$ cat config.mk
export PLATFORM = sky130hd
export DESIGN_NAME = dma_pcie_cc_arb
export DESIGN_NICKNAME = d
export VERILOG_FILES = /design/src/rtl/dma_pcie_cc_arb.sv
export SDC_FILE = /design/constraint.sdc
export NUM_CORES = 2
export LEC_CHECK = 0
export CAP_MARGIN = 20
export CORE_AREA = 2 2 725 727
export DETAILED_ROUTE_END_ITERATION = 10
export DIE_AREA = 0 0 727 729
export SYNTH_ARGS = -nofsm -noshare
export SYNTH_HDL_FRONTEND = slang
export SYNTH_SLANG_ARGS = --single-unit
export TNS_END_PERCENT = 5
$ cat constraint.sdc
create_clock -name user_clk -period 4.68 [get_ports user_clk]
set_clock_uncertainty 0.2 [all_clocks]
set_input_delay 1.17 -clock user_clk [delete_from_list [all_inputs] [get_ports user_clk]]
set_output_delay 1.17 -clock user_clk [all_outputs]
set_load 0.005 [all_outputs]
$ cat src/rtl/dma_pcie_cc_arb.sv
// Packet-granular round-robin arbiter for the PCIe completer-completion stream.
// N_SRC sources share one CC port; the output goes through a 2-entry skid slice.
module dma_pcie_cc_arb #(
    parameter int N_SRC      = 2,
    parameter int DATA_WIDTH = 512,
    parameter int USER_WIDTH = 81,
    parameter int KEEP_WIDTH = DATA_WIDTH / 32
) (
    input  logic                        user_clk,
    input  logic                        user_reset,
    input  logic [N_SRC*DATA_WIDTH-1:0] s_tdata,
    input  logic [N_SRC*USER_WIDTH-1:0] s_tuser,
    input  logic [N_SRC*KEEP_WIDTH-1:0] s_tkeep,
    input  logic [N_SRC-1:0]            s_tlast,
    input  logic [N_SRC-1:0]            s_tvalid,
    output logic [N_SRC-1:0]            s_tready,
    output logic [DATA_WIDTH-1:0]       m_tdata,
    output logic [USER_WIDTH-1:0]       m_tuser,
    output logic [KEEP_WIDTH-1:0]       m_tkeep,
    output logic                        m_tlast,
    output logic                        m_tvalid,
    input  logic                        m_tready,
    output logic [N_SRC-1:0]            grant,
    output logic [15:0]                 pkt_cnt
);

    localparam int IDX_W = (N_SRC > 1) ? $clog2(N_SRC) : 1;

    typedef enum logic {
        ST_IDLE,
        ST_PKT
    } state_t;

    state_t                  r_state;
    logic [IDX_W-1:0]        r_rr_ptr;
    logic [IDX_W-1:0]        r_grant_idx;
    logic [N_SRC-1:0]        r_grant;

    logic                    r_out_valid;
    logic [DATA_WIDTH-1:0]   r_out_data;
    logic [USER_WIDTH-1:0]   r_out_user;
    logic [KEEP_WIDTH-1:0]   r_out_keep;
    logic                    r_out_last;

    logic                    r_skid_valid;
    logic [DATA_WIDTH-1:0]   r_skid_data;
    logic [USER_WIDTH-1:0]   r_skid_user;
    logic [KEEP_WIDTH-1:0]   r_skid_keep;
    logic                    r_skid_last;

    logic [15:0]             r_pkt_cnt;

    logic [DATA_WIDTH-1:0]   w_src_data [N_SRC];
    logic [USER_WIDTH-1:0]   w_src_user [N_SRC];
    logic [KEEP_WIDTH-1:0]   w_src_keep [N_SRC];

    logic                    w_win_found;
    logic [IDX_W-1:0]        w_win_idx;
    logic [IDX_W-1:0]        w_sel_idx;
    logic                    w_sel_valid;
    logic                    w_int_ready;
    logic                    w_accept;
    logic                    w_out_ready;
    logic [DATA_WIDTH-1:0]   w_in_data;
    logic [USER_WIDTH-1:0]   w_in_user;
    logic [KEEP_WIDTH-1:0]   w_in_keep;
    logic                    w_in_last;

    function automatic logic [IDX_W-1:0] f_inc(input logic [IDX_W-1:0] idx);
        if (idx == IDX_W'(N_SRC - 1)) begin
            return '0;
        end
        return idx + IDX_W'(1);
    endfunction

    generate
        for (genvar gi = 0; gi < N_SRC; gi++) begin : g_unpack
            assign w_src_data[gi] = s_tdata[gi*DATA_WIDTH +: DATA_WIDTH];
            assign w_src_user[gi] = s_tuser[gi*USER_WIDTH +: USER_WIDTH];
            assign w_src_keep[gi] = s_tkeep[gi*KEEP_WIDTH +: KEEP_WIDTH];
        end
    endgenerate

    // First requesting source at or after rr_ptr, wrapping modulo N_SRC.
    always_comb begin
        int j;
        w_win_found = 1'b0;
        w_win_idx   = '0;
        for (int k = 0; k < N_SRC; k++) begin
            j = int'(r_rr_ptr) + k;
            if (j >= N_SRC) begin
                j = j - N_SRC;
            end
            if (!w_win_found && s_tvalid[j]) begin
                w_win_found = 1'b1;
                w_win_idx   = IDX_W'(j);
            end
        end
    end

    // Reset also closes s_tready so nothing is accepted into state being cleared.
    assign w_int_ready = ~r_skid_valid & ~user_reset;
    assign w_sel_idx   = (r_state == ST_PKT) ? r_grant_idx : w_win_idx;
    assign w_sel_valid = (r_state == ST_PKT) ? s_tvalid[r_grant_idx] : w_win_found;
    assign w_accept    = w_sel_valid & w_int_ready;
    assign w_out_ready = m_tready | ~r_out_valid;

    assign w_in_data = w_src_data[w_sel_idx];
    assign w_in_user = w_src_user[w_sel_idx];
    assign w_in_keep = w_src_keep[w_sel_idx];
    assign w_in_last = s_tlast[w_sel_idx];

    always_comb begin
        s_tready = '0;
        if (w_int_ready && ((r_state == ST_PKT) || w_win_found)) begin
            s_tready[w_sel_idx] = 1'b1;
        end
    end

    always_ff @(posedge user_clk) begin
        if (user_reset) begin
            r_state     <= ST_IDLE;
            r_rr_ptr    <= '0;
            r_grant_idx <= '0;
            r_grant     <= '0;
        end else begin
            case (r_state)
                ST_IDLE: begin
                    if (w_accept) begin
                        if (w_in_last) begin
                            r_rr_ptr <= f_inc(w_win_idx);
                        end else begin
                            r_state     <= ST_PKT;
                            r_grant_idx <= w_win_idx;
                            r_grant     <= {{(N_SRC-1){1'b0}}, 1'b1} << w_win_idx;
                        end
                    end
                end
                ST_PKT: begin
                    if (w_accept && w_in_last) begin
                        r_state  <= ST_IDLE;
                        r_grant  <= '0;
                        r_rr_ptr <= f_inc(r_grant_idx);
                    end
                end
                default: begin
                    r_state <= ST_IDLE;
                end
            endcase
        end
    end

    // Output register feeds the core; skid catches the one beat that slips in on a stall.
    always_ff @(posedge user_clk) begin
        if (user_reset) begin
            r_out_valid  <= 1'b0;
            r_out_data   <= '0;
            r_out_user   <= '0;
            r_out_keep   <= '0;
            r_out_last   <= 1'b0;
            r_skid_valid <= 1'b0;
            r_skid_data  <= '0;
            r_skid_user  <= '0;
            r_skid_keep  <= '0;
            r_skid_last  <= 1'b0;
            r_pkt_cnt    <= '0;
        end else begin
            if (w_out_ready) begin
                if (r_skid_valid) begin
                    r_out_valid  <= 1'b1;
                    r_out_data   <= r_skid_data;
                    r_out_user   <= r_skid_user;
                    r_out_keep   <= r_skid_keep;
                    r_out_last   <= r_skid_last;
                    r_skid_valid <= 1'b0;
                end else begin
                    r_out_valid <= w_accept;
                    if (w_accept) begin
                        r_out_data <= w_in_data;
                        r_out_user <= w_in_user;
                        r_out_keep <= w_in_keep;
                        r_out_last <= w_in_last;
                    end
                end
            end else if (w_accept) begin
                r_skid_valid <= 1'b1;
                r_skid_data  <= w_in_data;
                r_skid_user  <= w_in_user;
                r_skid_keep  <= w_in_keep;
                r_skid_last  <= w_in_last;
            end
            if (r_out_valid && m_tready && r_out_last) begin
                r_pkt_cnt <= r_pkt_cnt + 16'd1;
            end
        end
    end

    assign m_tvalid = r_out_valid;
    assign m_tdata  = r_out_data;
    assign m_tuser  = r_out_user;
    assign m_tkeep  = r_out_keep;
    assign m_tlast  = r_out_last;
    assign grant    = r_grant;
    assign pkt_cnt  = r_pkt_cnt;

endmodule

; ---- After elaboration in Yosys (flattened, before gate mapping)
; Cells that the tools add are included.
; W data, S select, Z words.
[word_totals]
register_bits = 1243
inputBits = 1225
output_inout_bits = 631
elab_cells = 123
[op_classes]
addsub = 6
n_lt_le_gt_ge = 8
eq_ne = 4
shift = 1
n_mux = 64
n_bitwise = 10
reduce_logical = 15
[ops]
columns = operator, n
row1 = $mux W512, 5
row2 = $mux W81, 5
row3 = $mux W16, 5
row4 = $lt A32 B3 Y1 const B, 2
row5 = $mux W32, 2
row6 = $mux W1, 39
row7 = $add A16 B1 Y16 const B, 1
row8 = $reduce_and A3 Y1, 3
row9 = $mux W2, 4
row10 = $logic_and A1 B1 Y1, 6
row11 = $ne A2 B2 Y1 const B, 3
row12 = $not A1 Y1, 6
row13 = $ge A2 B2 Y1 const B, 2
row14 = $lt A1 B2 Y1 const B, 2
row15 = $pmux W1 S2, 2
row16 = $pmux W2 S2, 1
row17 = $reduce_and A2 Y1, 2
row18 = $sub A1 B2 Y3 const B, 1
row19 = $sub A2 B2 Y3 const B, 1
row20 = $add A1 B1 Y1 const B, 2
row21 = $add A1 B1 Y2 const B, 1
row22 = $and A1 B1 Y1, 2
row23 = $ge A1 B2 Y1 const B, 1
row24 = $ne A2 B1 Y1 const B, 1
row25 = other kinds (9), 9

; ---- Longest topological paths before layout
[depth]
depth_word = 20
depth_mapped = 9
mapped_depth_nobuf = 5

; ---- Worst setup path before layout
; OpenSTA, ideal clock, no wires.
[synth_timing]
path_kind = input port to output port
start = input s_tvalid[0]
end = output s_tready[1]
arrival_time_ns = 2.097
required_ns = 3.310
path_slack_ns = 1.213
cell_stages = 6
n_path_buf = 3
path_cell_list = nor2b_1 -> o21a_1 -> buf_2 -> buf_2 -> buf_2 -> nor2_1
[synth_via]
elab_chain_len = 13
word_cells_on_any_way = 21
cone_classes = order compare (2) / mux (14) / reduce/logical (5)
[synth_rtl]
columns = item, line
row1 = from (decl), 15  ; input logic [N_SRC-1:0] s_tvalid,
row2 = $mux W1 (implied by the code) (3 in a row), 94  ; if (!w_win_found && s_tvalid[j]) begin
row3 = $mux W1, 94
row4 = $logic_not A1 Y1, 94
row5 = $logic_and A1 B1 Y1, 94
row6 = $mux W1, 94
row7 = $mux W1, 103  ; assign w_sel_idx = (r_state == ST_PKT) ? r_grant_idx : w_win_idx;
row8 = $lt A1 B2 Y1 (implied by the code) or $ge A1 B1 Y1 (tied branches), 116  ; s_tready[w_sel_idx] = 1'b1;
row9 = $logic_and A1 B1 Y1 (implied by the code), 116
row10 = $mux W1 (implied by the code), 116
row11 = $demux W1 S1, 116
row12 = $mux W2 *, 115  ; if (w_int_ready && ((r_state == ST_PKT) || w_win_found)) begin
row13 = to (decl), 16  ; output logic [N_SRC-1:0] s_tready,
; Mark *: on every way between the ends. The rest lies on a longest branch, timed or not. The select of a mux whose other input is x is not followed.

; ---- Worst setup path after layout
[layout_timing]
start = input s_tvalid[0]
end = output s_tready[0]
; The elaborated chain is that of the path after synthesis.

==> out/results.txt <==
status -> finished, final reports clean
I/O pins -> 1856
clock sinks -> 1243
Worst slew margin -> 0.272
Final Max Tran Viols -> 0
pin count of the biggest net entering global routing -> 192
Pwr Density -> 367 mW/mm^2
vias per cell -> 3.63
Post-Synthesis Cells -> 5561
total power -> 30.8 mW
CTS clk-pin slew, worst paths -> 0.05 ns
final hold vios -> 0
Required @ worst endpoint -> 3.31 ns
port bufs -> 1855
post-synthesis register bit count -> 1243
Async S/R FF share, synth -> 0
H-tree levels -> 4
final HPWL from detailed placement -> 332000 um
post-route ant nets -> 0
Tightest Pin Transition -> 1.06 ns
via count -> 52200
DR iter-0 viols -> 4799
LEAKAGE -> 31.9 nW
cts hold-fix bufs -> 0
tightest hold margin -> 0.275 ns
DRT Pass-1 Iters -> 5
Max Freq -> 0.245 GHz
die width -> 727 um
yosys warns -> 0
DIE AREA -> 0.530 sq mm
total CTS buffers -> 154
sequential fraction of the synthesis area -> 0.482
antenna violations before repair -> 387
post-cts sizing count -> 0
Max stage delay cell, worst path -> clkdlybuf4s50_1
Inst Count DP -> 14000
worst IR drop on VDD -> 0.265 mV
most frequent cells in the layout -> 1851 x clkdlybuf4s50_1, 1243 x dfxtp_1, 1242 x nor2_1, 616 x a21oi_1, 612 x mux2i_1
CP max FO -> 6
core area -> 0.523 sq mm
leading cell type in the layout, fill and taps excluded -> clkdlybuf4s50_1
CTS tree -> done
Final Setup Violations -> 0
final core occ -> 0.161
global route total overflow -> 0
clk_lat worst skew -> 0.86 ns
Crit Path Category -> in2out
Area Overhead vs Synth -> 62.7%
Initial Utilization -> 0.0988
Syn Area/Cell -> 9.29 sq um
layout cell share with drive strength beyond 1 -> 0.0595
worst min path class -> reg2reg
GRT Total Usage -> 0.142
Netlist cell types -> 37
Clock Root Buffer -> clkbuf_16
Syn Std Cell Area -> 0.0517 sq mm
CP arrival -> 2.72 ns
Syn Nets -> 6787
EDFF count, synth -> 0
setup bufs post-CTS -> 0
Worst path max stage delay -> 0.60 ns
Die H -> 729 um
vias in the first global route -> 47300
non-filler cells, final -> 14400
# Max-Cap Violations -> 0
CTS max path bufs -> 4
Final GP Congestion -> 1.02
Routed WL per cell -> 27.5 um
setup TNS -> 0 ns
post-layout min period -> 4.09 ns
Tcrit/Tclk final -> 0.874
crit path launch type -> primary input
DRT Wirelength -> 396000 um
residual DRC count -> 0
crit-path cells -> clkdlybuf4s50_1, nor2b_1, o21ai_0, nor2_1, buf_12
first-pass GRT wire length -> 498000 um
RSZ-0062 raised after global routing -> false
Post-synth top flop -> dfxtp_1
Row Count -> 266
Nets -> 8443
crit end category -> output port
## worst max-delay path, delay by kind of cell
kind,cells,cell delay (ns)
simple gates,2,0.54
buf+inv,2,0.78
compound gates,1,0.18
## Yosys cell counts (2+ instances only)
library cell / count / area [sq um]
dfxtp_1: 1243 / 24900
nor2_1: 1243 / 4670
a21oi_1: 616 / 3080
mux2i_1: 612 / 6130
a211oi_1: 609 / 4570
a22o_1: 609 / 5330
clkbuf_1: 262 / 983
buf_2: 239 / 1200
buf_4: 35 / 263
nand2_1: 11 / 41.3
buf_1: 9 / 33.8
xnor2_1: 9 / 78.8
o21ai_0: 7 / 35.0
inv_1: 6 / 22.5
nand3_1: 6 / 30.0
nor3_1: 6 / 30.0
and3_1: 4 / 25.0
nand2b_1: 4 / 25.0
xor2_1: 4 / 35.0
nand4_1: 3 / 18.8
nor4_1: 3 / 18.8
or3_1: 3 / 18.8
inv_2: 2 / 7.51
nor2b_1: 2 / 12.5
o31ai_1: 2 / 15.0
## cells by family (layout without fill, tap and decap cells)
family / after synthesis / count (layout) / synth area share
buf+inv: 553 / 2318 / 0.0485
mux: 613 / 613 / 0.119
other cells: 0 / 116 / 0
fa+ha+maj: 1 / 1 / 0.000242
simple gates: 1288 / 1288 / 0.0952
xor+xnor: 13 / 13 / 0.00220
flops: 1243 / 1243 / 0.482
compound gates: 1850 / 1850 / 0.253
## worst paths after layout
| check | startpoint | endpoint | cells past startpoint | slack, ns |
|---|---|---|---|---|
| worst max-delay path | s_tvalid[0] | s_tready[0] | 5 | 0.59 |
| worst max register to register | r_skid_valid | m_tdata[474] | 7 | 1.62 |
| worst min register to register | m_tdata[131] | m_tdata[131] | 1 | 0.28 |
| worst min-delay path | m_tdata[131] | m_tdata[131] | 1 | 0.28 |
## registers in the layout, indices dropped and copies added, names as in the netlist, named ones only
register	flops
m_tkeep	16
pkt_cnt	16
r_skid_valid	1
m_tdata	512
r_rr_ptr	1
r_skid_last	1
r_skid_keep	16
m_tlast	1
m_tvalid	1
m_tuser	81
r_grant_idx	1
grant	2
r_skid_data	512
r_skid_user	81
## power by group
group | total (mW) | switching [mW] | internal (mW) | leakage (nW)
sequential | 12.0 | 0.538 | 11.4 | 10.2
clock | 12.4 | 5.21 | 7.21 | 2.48
combinational | 6.46 | 3.20 | 3.26 | 19.2
## per-stage QoR
stage	worst slack [ns]	cell area, sq um
final	0.590	84000
after global placement	0.240	78600
after detailed placement	0.223	78600
after floorplan	1.21	51700
after global routing	0.459	83900
after CTS	0.589	83700
## layout make-up
class	count	area, sq um
Timing Repair Buffer	2045	20700
Multi-Input combinational cell	3765	24300
Clock inverter	46	631
Clock buffer	219	4460
Antenna cell	116	290
Inverter	8	37.5
Sequential cell	1243	24900
Tap cell	6968	8720
Fill cell	58400	439000
## per-layer routing
layer / GRT usage / wire [um]
met4: 0.0553 / 18900
met1: 0.170 / 155000
met2: 0.213 / 167000
met5: 0 / 1670
met3: 0.0744 / 53500
(Power assumes the default switching activity.)
